**config.mk**
```make
export PLATFORM = sky130hd
export DESIGN_NAME = key_event_scan
export DESIGN_NICKNAME = d
export VERILOG_FILES = /design/src/rtl/key_event_pkg.sv /design/src/rtl/key_event_channel.sv /design/src/rtl/key_event_scan.sv
export SDC_FILE = /design/constraint.sdc
export NUM_CORES = 1
export LEC_CHECK = 0
export ABC_AREA = 1
export ABC_CLOCK_PERIOD_IN_PS = 3210
export CAP_MARGIN = 0
export CORE_ASPECT_RATIO = 0.9
export CORE_UTILIZATION = 41
export DETAILED_ROUTE_END_ITERATION = 12
export DONT_BUFFER_PORTS = 1
export PLACE_DENSITY = 0.59
export SLEW_MARGIN = 10
export SYNTH_ARGS = -nofsm -noshare
export SYNTH_HDL_FRONTEND = slang
export SYNTH_SLANG_ARGS = --single-unit
```
**constraint.sdc**
```tcl
create_clock -name clk -period 3.21 [get_ports clk]
set_clock_uncertainty 0.15 [all_clocks]
set_input_delay 0.642 -clock clk [delete_from_list [all_inputs] [get_ports clk]]
set_output_delay 0.642 -clock clk [all_outputs]
set_load 0.005 [all_outputs]
```
**src/rtl/key_event_pkg.sv**
```systemverilog
// Shared types and helpers for the multi-key event front end.
package key_event_pkg;

    // Per-channel debounce/classification state.
    typedef enum logic [1:0] {
        IDLE         = 2'd0,
        PRESS_WAIT   = 2'd1,
        HELD         = 2'd2,
        RELEASE_WAIT = 2'd3
    } key_state_t;

    // Bits needed to hold 0..max_val; never less than one bit so that
    // disabled features (e.g. a zero repeat period) still elaborate.
    function automatic int cnt_width(input int max_val);
        return (max_val < 1) ? 1 : $clog2(max_val + 1);
    endfunction

endpackage

```
**src/rtl/key_event_channel.sv**
```systemverilog
// One key channel: two-flop synchroniser, debounce FSM and the hold /
// auto-repeat counters that turn a key level into single-cycle events.
module key_event_channel
    import key_event_pkg::*;
#(
    parameter int DEBOUNCE_MS        = 20,
    parameter int LONG_MS            = 1000,
    parameter int REPEAT_MS          = 200,
    parameter bit KEY_RELEASED_VALUE = 1'b1
) (
    input  logic clk,
    input  logic resetn,
    input  logic tick,
    input  logic key_in,
    output logic pressed,
    output logic press_pulse,
    output logic release_pulse,
    output logic long_pulse,
    output logic repeat_pulse
);

    localparam int DB_W   = cnt_width(DEBOUNCE_MS);
    localparam int HOLD_W = cnt_width(LONG_MS);
    localparam int REP_W  = cnt_width(REPEAT_MS);

    localparam logic [DB_W-1:0]   DB_LOAD  = DB_W'(DEBOUNCE_MS);
    localparam logic [DB_W-1:0]   DB_ONE   = DB_W'(1);
    localparam logic [HOLD_W-1:0] HOLD_MAX = HOLD_W'(LONG_MS);
    localparam logic [HOLD_W-1:0] HOLD_ONE = HOLD_W'(1);
    localparam logic [REP_W-1:0]  REP_MAX  = REP_W'(REPEAT_MS);
    localparam logic [REP_W-1:0]  REP_ONE  = REP_W'(1);

    logic              sync_meta;
    logic              sync_out;
    logic              active;
    key_state_t        state;
    logic [DB_W-1:0]   db_cnt;
    logic [HOLD_W-1:0] hold_cnt;
    logic [REP_W-1:0]  rep_cnt;
    logic [HOLD_W-1:0] hold_next;
    logic [REP_W-1:0]  rep_next;

    // Bring the asynchronous key level into the clk domain.
    always_ff @(posedge clk or negedge resetn) begin
        if (!resetn) begin
            sync_meta <= KEY_RELEASED_VALUE;
            sync_out  <= KEY_RELEASED_VALUE;
        end else begin
            // NOTE: non-blocking so sync_out takes the previous sync_meta,
            // which is what makes this a genuine two-stage chain.
            sync_meta <= key_in;
            sync_out  <= sync_meta;
        end
    end

    assign active    = (sync_out != KEY_RELEASED_VALUE);
    assign hold_next = hold_cnt + HOLD_ONE;
    assign rep_next  = rep_cnt + REP_ONE;

    // Debounce FSM with hold/repeat counting; all outputs are registered.
    always_ff @(posedge clk or negedge resetn) begin
        if (!resetn) begin
            state         <= IDLE;
            db_cnt        <= '0;
            hold_cnt      <= '0;
            rep_cnt       <= '0;
            pressed       <= 1'b0;
            press_pulse   <= 1'b0;
            release_pulse <= 1'b0;
            long_pulse    <= 1'b0;
            repeat_pulse  <= 1'b0;
        end else begin
            press_pulse   <= 1'b0;
            release_pulse <= 1'b0;
            long_pulse    <= 1'b0;
            repeat_pulse  <= 1'b0;

            case (state)
                IDLE: begin
                    if (active) begin
                        state  <= PRESS_WAIT;
                        db_cnt <= DB_LOAD;
                    end
                end

                PRESS_WAIT: begin
                    // A level change wins over a coincident tick.
                    if (!active) begin
                        state <= IDLE;
                    end else if (tick) begin
                        if (db_cnt == DB_ONE) begin
                            state       <= HELD;
                            pressed     <= 1'b1;
                            press_pulse <= 1'b1;
                            hold_cnt    <= '0;
                            rep_cnt     <= '0;
                        end else begin
                            db_cnt <= db_cnt - DB_ONE;
                        end
                    end
                end

                HELD: begin
                    if (!active) begin
                        state  <= RELEASE_WAIT;
                        db_cnt <= DB_LOAD;
                    end else if (tick) begin
                        if (hold_cnt != HOLD_MAX) begin
                            hold_cnt <= hold_next;
                            if (hold_next == HOLD_MAX) begin
                                long_pulse <= 1'b1;
                            end
                        end else if (REPEAT_MS != 0) begin
                            if (rep_next == REP_MAX) begin
                                repeat_pulse <= 1'b1;
                                rep_cnt      <= '0;
                            end else begin
                                rep_cnt <= rep_next;
                            end
                        end
                    end
                end

                RELEASE_WAIT: begin
                    // Hold and repeat counters are frozen here so a short
                    // glitch only delays the long press, never restarts it.
                    if (active) begin
                        state <= HELD;
                    end else if (tick) begin
                        if (db_cnt == DB_ONE) begin
                            state         <= IDLE;
                            pressed       <= 1'b0;
                            release_pulse <= 1'b1;
                        end else begin
                            db_cnt <= db_cnt - DB_ONE;
                        end
                    end
                end

                default: state <= IDLE;
            endcase
        end
    end

endmodule

```
**src/rtl/key_event_scan.sv**
```systemverilog
// Multi-key front end: shared millisecond tick plus one event channel per key.
module key_event_scan
    import key_event_pkg::*;
#(
    parameter int NUM_KEYS           = 4,
    parameter int CLK_FREQ           = 50_000_000,
    parameter int DEBOUNCE_MS        = 20,
    parameter int LONG_MS            = 1000,
    parameter int REPEAT_MS          = 200,
    parameter bit KEY_RELEASED_VALUE = 1'b1
) (
    input  logic                clk,
    input  logic                resetn,
    input  logic [NUM_KEYS-1:0] key_in,
    output logic [NUM_KEYS-1:0] pressed,
    output logic [NUM_KEYS-1:0] press_pulse,
    output logic [NUM_KEYS-1:0] release_pulse,
    output logic [NUM_KEYS-1:0] long_pulse,
    output logic [NUM_KEYS-1:0] repeat_pulse,
    output logic                any_pressed
);

    localparam int DIV   = CLK_FREQ / 1000;
    localparam int DIV_W = cnt_width(DIV - 1);
    localparam logic [DIV_W-1:0] DIV_LAST = DIV_W'(DIV - 1);
    localparam logic [DIV_W-1:0] DIV_ONE  = DIV_W'(1);

    logic [DIV_W-1:0] div_cnt;
    logic             tick;

    assign tick = (div_cnt == DIV_LAST);

    // Millisecond divider: counts 0..DIV-1, tick on the terminal count.
    always_ff @(posedge clk or negedge resetn) begin
        if (!resetn) begin
            div_cnt <= '0;
        end else if (tick) begin
            div_cnt <= '0;
        end else begin
            div_cnt <= div_cnt + DIV_ONE;
        end
    end

    for (genvar i = 0; i < NUM_KEYS; i++) begin : g_key
        key_event_channel #(
            .DEBOUNCE_MS        (DEBOUNCE_MS),
            .LONG_MS            (LONG_MS),
            .REPEAT_MS          (REPEAT_MS),
            .KEY_RELEASED_VALUE (KEY_RELEASED_VALUE)
        ) u_channel (
            .clk           (clk),
            .resetn        (resetn),
            .tick          (tick),
            .key_in        (key_in[i]),
            .pressed       (pressed[i]),
            .press_pulse   (press_pulse[i]),
            .release_pulse (release_pulse[i]),
            .long_pulse    (long_pulse[i]),
            .repeat_pulse  (repeat_pulse[i])
        );
    end

    assign any_pressed = |pressed;

endmodule

```
==> reports/summary.txt, run 1 <==
LAYOUT
-------------------------------------------------------------------------------
Post-layout util                                                         0.4560
Area taken by flip-flops and latches                                   3613 µm²
Fill cell count                                                            1997
Multi-input logic area                                                 4038 µm²
Fraction of layout instances using a drive strength above 1             0.06348
Number of antenna diodes                                                      0
Area growth from synthesis to layout                                     8.321%
Commonest non-fill, non-tap cell in the layout                     sky130_fd_sc_hd__nand2_1
Total Nets Final                                                           1172
Most frequent cells in the layout                                  338 x sky130_fd_sc_hd__nand2_1, 151 x sky130_fd_sc_hd__inv_1, 136 x sky130_fd_sc_hd__dfrtp_1

RUN
-------------------------------------------------------------------------------
Max capacitance violation total                                               0

STA
-------------------------------------------------------------------------------
Slew at the pin with the worst max-slew slack                         0.6777 ns
Count of endpoints failing hold in the final timing report                  144
Worst hold margin                                                    -0.2320 ns
Max-slew headroom at the worst pin                                       0.5468
# setup viols final                                                           0
Tmin final                                                             2.605 ns
Fmax                                                                  383.9 MHz
Final Slew Violations                                                         0
Post-route clock period utilization                                      0.8114
Final TNS setup                                                            0 ns
Unrepaired setup endpoints after global routing                           false

WORST SETUP PATH
-------------------------------------------------------------------------------
RR Endpoint                                                        g_key[2].u_channel.hold_cnt[1]
Slowest CP cell                                                    sky130_fd_sc_hd__nand4_1
Worst endpoint data arrival time                                        2.76 ns
CP Launch Type                                                         register
Buffers and inverters on the worst path                                       2
Worst Setup Path Type                                                reg -> reg
Worst r2r src                                                        div_cnt[0]
Dominant delay contributor by cell family on the critical path     simple AND/OR/NAND/NOR gates
Type of destination of the critical path                               register
Worst R2R Path Depth                                                          9
Max Fanout on Critical Path                                                  13
Chain of cells forming the critical path                           ha_1 -> nand3_1 -> nor2_1 -> nand2_1 -> buf_4 -> inv_1 -> nand4_1 -> nand3_1 -> nand2_1
Stage delay of the slowest cell on the critical path                    0.58 ns
CP Data Required Time                                                   3.36 ns
Setup slack of the most critical reg-to-reg path                        0.61 ns

POWER
-------------------------------------------------------------------------------
Static power due to leakage                                            4.620 nW
Cell area power density                                            565.1 nW/µm²
Worst voltage drop across the vdd grid                                 296.5 µV

GLOBAL ROUTING
-------------------------------------------------------------------------------
Met1 Use GR                                                              0.2381
Initial antenna violation count                                               0
Pin count of the biggest net entering global routing                        145
Global-route congestion overflow total                                        0
Global routing usage on met3                                            0.04044
Routing usage on met2                                                    0.2627
Global routing's busiest layer                                             met2
Global-route usage over all layers                                       0.1717
Number of global-route vias before repair                                  6248
First-pass GRT wire length                                             29800 µm

SYNTHESIS
-------------------------------------------------------------------------------
Synthesized area                                                       8466 µm²
EDFF count, synth                                                             0
Average cell area after synthesis                                     7.394 µm²
Synth unique cells                                                           37
Warning count from the yosys run                                              0
Top post-synthesis cells by area                                   sky130_fd_sc_hd__dfrtp_1 40%, sky130_fd_sc_hd__nand2_1 15%, sky130_fd_sc_hd__nand3_1 6.9%
Cell accounting for the most synthesized area                      sky130_fd_sc_hd__dfrtp_1
Post-synthesis async set-or-reset flop share                              1.000
Commonest register cell after synthesis                            sky130_fd_sc_hd__dfrtp_1
Area fraction of the dominant cell type after synthesis                  0.4020
Number of flip-flops and latches in the synthesized netlist                 144
Net Count, Synth                                                           1180
Cell count after synthesis                                                 1145
Share of synthesized area occupied by flip-flops and latches             0.4268

DRT
-------------------------------------------------------------------------------
Vias after detailed routing                                                6736
Ratio of routed vias to standard cells                                    4.794
Per-cell routed wire length                                            11.98 µm
Number of DRC markers after the initial detailed-route iteration            401
WL final                                                               16830 µm
Remaining antenna violation count after routing                               0
Number of iterations in the first detailed-routing pass                       4
Remaining routing DRC violations                                              0

CLOCK TREE
-------------------------------------------------------------------------------
Latest clock arrival within the worst-skew pair                         0.43 ns
Clock buffers created by TritonCTS                                           17
CTS H-tree lvls                                                               4
Buffer count from post-CTS setup fixing                                       0
Clock root buffer master                                           sky130_fd_sc_hd__clkbuf_16
Buffers from clock root to sink, at most                                      2
Clock net sink count                                                        144
Clock-pin slew on the worst setup and hold paths                        0.06 ns
Number of instances resized during post-cts repair                            0
TritonCTS clock tree                                                      built

DIE
-------------------------------------------------------------------------------
Count of pins on the block boundary                                          27
Area of the placeable core                                            20110 µm²
Area of the die                                                       21230 µm²
Initial Utilization                                                      0.4210
Row count                                                                    49
Horizontal die dimension                                               153.5 µm
Chip height                                                            138.3 µm

PLACE
-------------------------------------------------------------------------------
GPL Wtd Cong                                                             0.8225
Count of buffers inserted at the top-level ports                              0
Sum of net half-perimeters after detailed placement                    11650 µm

RUN STATUS
-------------------------------------------------------------------------------
Violated checks                                                     hold timing
Result of the run                                                  complete, but fails checks

WORST HOLD PATH
-------------------------------------------------------------------------------
Hold/Removal Path Class                                             in -> async

[sequential cells by signal, indices dropped and copies added (netlist names), named ones only]
register,cells
g_key.u_channel.hold_cnt,40
g_key.u_channel.rep_cnt,32
g_key.u_channel.db_cnt,20
div_cnt,16
g_key.u_channel.long_pulse,4
g_key.u_channel.press_pulse,4
g_key.u_channel.pressed,4
g_key.u_channel.release_pulse,4
g_key.u_channel.repeat_pulse,4
g_key.u_channel.state,4
g_key.u_channel.sync_meta,4
g_key.u_channel.sync_out,4
[stage by stage]
stage | hold WS, ns | worst slack (ns) | area, µm² | instances | power, mW
after floorplan | 0.1952 | 1.304 | 8466 | 1145 | 3.001
after global placement | 0.1966 | 0.6396 | 8593 | 1373 | 3.240
after detailed placement | 0.1972 | 0.5512 | 8593 | 1373 | 3.253
after CTS | -0.2596 | 0.5285 | 9170 | 1405 | 5.248
after global routing | -0.2682 | 0.3121 | 9170 | 1405 | 5.530
final | -0.2320 | 0.6053 | 9170 | 1405 | 5.182
[cells in the mapped netlist (11+ instances only)]
master / n
sky130_fd_sc_hd__nand2_1: 338
sky130_fd_sc_hd__inv_1: 151
sky130_fd_sc_hd__dfrtp_1: 136
sky130_fd_sc_hd__nand3_1: 117
sky130_fd_sc_hd__nor2_1: 117
sky130_fd_sc_hd__o21ai_0: 45
sky130_fd_sc_hd__ha_1: 29
sky130_fd_sc_hd__xor2_1: 28
sky130_fd_sc_hd__o21ai_1: 24
sky130_fd_sc_hd__nor3_1: 21
sky130_fd_sc_hd__buf_4: 20
sky130_fd_sc_hd__nand4_1: 18
sky130_fd_sc_hd__a21oi_1: 15
sky130_fd_sc_hd__xnor2_1: 11
[final cells by class]
cell class                 count  area share
multi-input combinational    812      0.4403
inverter                     158     0.06467
sequential                   144      0.3941
timing repair buffer           4    0.003275
clock inverter                 9     0.01187
tap                          255     0.03479
clock buffer                  23     0.05103
[routing by layer]
metal  wire length [µm]  up-vias
met5                  0        -
met4                205        0
met3                655       13
met2               7238       91
met1               8734     3056
li1                   -     3576
[logic make-up (layout without fill, tap and decap cells)]
kind of cell	after synthesis	count (layout)	share of synthesized area
AO/OA/AOI/OAI	95	95	0.05986
flip-flops	144	144	0.4268
AND/OR/NAND/NOR	649	649	0.3339
adder cells (fa/ha/maj)	29	29	0.04286
XOR/XNOR	39	39	0.04035
buffers and inverters	189	194	0.09622
[where the power goes]
group          total [mW]  internal [mW]  switching (mW)
Combinational        1.12          0.364           0.756
Sequential           2.10           1.97           0.131
Clock                1.97           1.19           0.780
[how the worst max path moves through the flow]
stage / start / endpoint / slack, ns / cells past startpoint
after floorplan: g_key[0].u_channel.state[0] / g_key[0].u_channel.db_cnt[4] / 1.30 / 10
after global placement: div_cnt[0] / g_key[2].u_channel.hold_cnt[7] / 0.64 / 9
after detailed placement: div_cnt[0] / g_key[2].u_channel.hold_cnt[2] / 0.55 / 9
after CTS: div_cnt[0] / g_key[2].u_channel.hold_cnt[1] / 0.53 / 9
after global routing: div_cnt[0] / g_key[2].u_channel.hold_cnt[1] / 0.31 / 9
final: div_cnt[0] / g_key[2].u_channel.hold_cnt[1] / 0.61 / 9
Power figures use the tool's default switching activity.
==> run 2: changes to the inputs <==
- ABC_CLOCK_PERIOD_IN_PS: 3210 -> 2260
- PLACE_DENSITY: 0.59 -> 0.61
- clock period: 3.21 -> 2.26 ns (I/O delays scaled with it)
==> run 2 against run 1 <==
Against the previous run: the flow still finishes with violations (hold timing); worst setup slack lost 0.51 ns; non-clock buffer count grew 14; sequential share of layout area shrank 0.92 points; flip-flop and latch count is the same; sequential power grew 41%; critical path type unchanged.
==> reports/summary.txt, run 2 (synthesized netlist as in run 1, its figures left out) <==
WORST SETUP PATH
-------------------------------------------------------------------------------
CP Data Required Time                                                   2.46 ns   -0.90 ns
Type of destination of the critical path                               register
Max Fanout on Critical Path                                                   4   -9
Buffers and inverters on the worst path                                       0   -2
Worst r2r src                                                        div_cnt[0]
Dominant delay contributor by cell family on the critical path     simple AND/OR/NAND/NOR gates
Setup slack of the most critical reg-to-reg path                        0.09 ns   -0.51 ns
Stage delay of the slowest cell on the critical path                    0.46 ns   -0.12 ns
Worst Setup Path Type                                                reg -> reg
Chain of cells forming the critical path                           ha_1 -> nand3_2 -> nor3_2 -> nand3_1 -> nor3_1 -> nand3_1 -> nand2_1
Setup crit end                                                     g_key[3].u_channel.rep_cnt[1]
Worst R2R Path Depth                                                          7   -2
Origin of the worst setup path                                       div_cnt[0]
Most common cell on crit path                                      sky130_fd_sc_hd__nand3_1
Slowest CP cell                                                    sky130_fd_sc_hd__nor3_1
CP Launch Type                                                         register
RR Endpoint                                                        g_key[3].u_channel.rep_cnt[1]
Critical Path Stages                                                          7   -2
Worst endpoint data arrival time                                        2.36 ns   -0.40 ns

DIE
-------------------------------------------------------------------------------
Chip height                                                            138.3 µm   unchanged
Row count                                                                    49   unchanged
Count of pins on the block boundary                                          27   unchanged
Horizontal die dimension                                               153.5 µm   unchanged
Area of the placeable core                                            20110 µm²   unchanged
Area of the die                                                       21230 µm²   unchanged
Initial Utilization                                                      0.4210   unchanged

LAYOUT
-------------------------------------------------------------------------------
Largest register FFs                                                         40   unchanged
Regs by FF count                                                   g_key.u_channel.hold_cnt x40, g_key.u_channel.rep_cnt x32, g_key.u_channel.db_cnt x20
Fraction of layout instances using a drive strength above 1             0.07818   +0.01470
Design Area, Final                                                     9390 µm²   +2.4%
Most frequent cells in the layout                                  338 x sky130_fd_sc_hd__nand2_1, 150 x sky130_fd_sc_hd__inv_1, 136 x sky130_fd_sc_hd__dfrtp_1
Commonest non-fill, non-tap cell in the layout                     sky130_fd_sc_hd__nand2_1
Total Nets Final                                                           1186   +1.2%
Reg with most FFs                                                  g_key.u_channel.hold_cnt
Number of antenna diodes                                                      0   unchanged
Area growth from synthesis to layout                                     10.92%
Fill cell count                                                            2018   +1.1%

POWER
-------------------------------------------------------------------------------
Worst voltage drop across the vdd grid                                 552.4 µV   +86%
Proportion of total power due to net switching                           0.3072   -0.01455
Sequential share of power                                                 0.382   -0.023
Logic gate share of total power                                           0.218   +0.002
Power dissipated by switching net loads                                2.390 mW   +43%
Share of power burned in the clock network                                0.400   +0.021
Internal power component                                               5.389 mW   +53%
Static power due to leakage                                            4.718 nW   +2.1%
Cell area power density                                            828.4 nW/µm²   +47%

GLOBAL ROUTING
-------------------------------------------------------------------------------
Initial antenna violation count                                               0   unchanged
Global-route congestion overflow total                                        0   unchanged
Global-route usage over all layers                                       0.1695   -0.002197
Number of global-route vias before repair                                  6387   +2.2%
Pin count of the biggest net entering global routing                        145   unchanged
First-pass GRT wire length                                             29490 µm   -1.0%

DRT
-------------------------------------------------------------------------------
Remaining antenna violation count after routing                               0   unchanged
Ratio of routed vias to standard cells                                    4.834   +0.82%
Remaining routing DRC violations                                              0   unchanged
WL final                                                               16990 µm   +0.94%
Per-cell routed wire length                                            11.97 µm   about the same
Number of iterations in the first detailed-routing pass                       5   +1
Number of DRC markers after the initial detailed-route iteration            288   -28%
Vias after detailed routing                                                6859   +1.8%

STA
-------------------------------------------------------------------------------
Slew at the pin with the worst max-slew slack                         0.5223 ns   -0.1555 ns
Tmin final                                                             2.168 ns   -0.4371 ns
Post-route clock period utilization                                      0.9591   +0.1477
# setup viols final                                                           0   unchanged
Worst hold margin                                                    -0.4257 ns   -0.1937 ns
Count of endpoints failing hold in the final timing report                  144   unchanged
Max-slew headroom at the worst pin                                       0.6492   +0.1023
Final Slew Violations                                                         0   unchanged
Fmax                                                                  461.4 MHz   +20%

WORST HOLD PATH
-------------------------------------------------------------------------------
Hold/Removal Path Class                                             in -> async

CLOCK TREE
-------------------------------------------------------------------------------
Latest clock arrival within the worst-skew pair                         0.42 ns   about the same
Buffers from clock root to sink, at most                                      2   unchanged
TritonCTS clock tree                                                      built
Buffer count from post-CTS setup fixing                                       0   unchanged
Clock root buffer master                                           sky130_fd_sc_hd__clkbuf_16
Clock buffers created by TritonCTS                                           17   unchanged
Clock net sink count                                                        144   unchanged
CTS hold repair buffers                                                       4
CTS H-tree lvls                                                               4   unchanged
Clock-pin slew on the worst setup and hold paths                        0.07 ns   about the same

PLACE
-------------------------------------------------------------------------------
Count of buffers inserted at the top-level ports                              0   unchanged
Sum of net half-perimeters after detailed placement                    11900 µm   +2.1%
GPL Wtd Cong                                                             0.8024   -2.4%
DP Area                                                                8668 µm²   +0.87%

RUN STATUS
-------------------------------------------------------------------------------
Result of the run                                                  complete, but fails checks
Violated checks                                                     hold timing

RUN
-------------------------------------------------------------------------------
Max capacitance violation total                                               0   unchanged

[run 2: per-stage QoR]
step | setup TNS [ns] | cells | utilization | setup WS [ns] | total power, mW
finish | 0 | 1419 | 0.4670 | 0.09245 | 7.778
detailed placement | 0 | 1383 | 0.4311 | 0.1133 | 4.685
global placement | 0 | 1383 | 0.4311 | 0.1666 | 4.665
floorplan | 0 | 1145 | - | 0.3538 | 4.263
global route | -0.01783 | 1419 | 0.4670 | -0.01783 | 8.286
CTS | 0 | 1419 | 0.4656 | 0.1187 | 7.848
[run 2: per-layer routing]
layer	part of all wire	global-route usage
met5	0	0
met4	0.0095	0.04789
met3	0.037	0.03762
met2	0.44	0.2694
met1	0.51	0.2321
[run 2: power by group through the flow]
stage | sequential [mW] | combinational, mW | clock, mW
final | 2.97 | 1.69 | 3.11
after global routing | 3.01 | 1.98 | 3.29
after CTS | 2.98 | 1.68 | 3.19
after detailed placement | 3.02 | 1.67 | 0
after global placement | 3.02 | 1.65 | 0
after floorplan | 2.95 | 1.31 | 0
[run 2: area by class of cell]
type,instances,area [µm²],share of cell area
inverter,158,593.1,0.06316
clock buffer,19,442.9,0.04717
tap,255,319.1,0.03398
clock inverter,13,211.5,0.02252
multi-input combinational,812,4065,0.4329
timing repair buffer,18,145.1,0.01546
sequential,144,3613,0.3848
[run 2: worst min-delay path by stage]
stage / from / endpoint / cells past startpoint
4_1_cts: resetn / g_key[3].u_channel.hold_cnt[3] / 0
6_report: resetn / g_key[3].u_channel.hold_cnt[3] / 0
3_5_place_dp: resetn / g_key[3].u_channel.hold_cnt[3] / 0
5_1_grt: resetn / g_key[3].u_channel.hold_cnt[3] / 0
2_1_floorplan: resetn / asynchronous set/reset pin / 0
3_3_place_gp: resetn / g_key[3].u_channel.hold_cnt[5] / 0
[run 2: timing repair]
item                                   in CTS  in global routing
resized for setup                           0                  7
setup endpoints to repair                   0                 33
endpoints found under the hold margin     148                144
[run 2: worst reg2reg max path: stages, from the launching register on]
cell	delay [ns]
sky130_fd_sc_hd__dfrtp_1	0.37
sky130_fd_sc_hd__ha_1	0.23
sky130_fd_sc_hd__nand3_2	0.14
sky130_fd_sc_hd__nor3_2	0.29
sky130_fd_sc_hd__nand3_1	0.23
sky130_fd_sc_hd__nor3_1	0.46
sky130_fd_sc_hd__nand3_1	0.14
sky130_fd_sc_hd__nand2_1	0.10
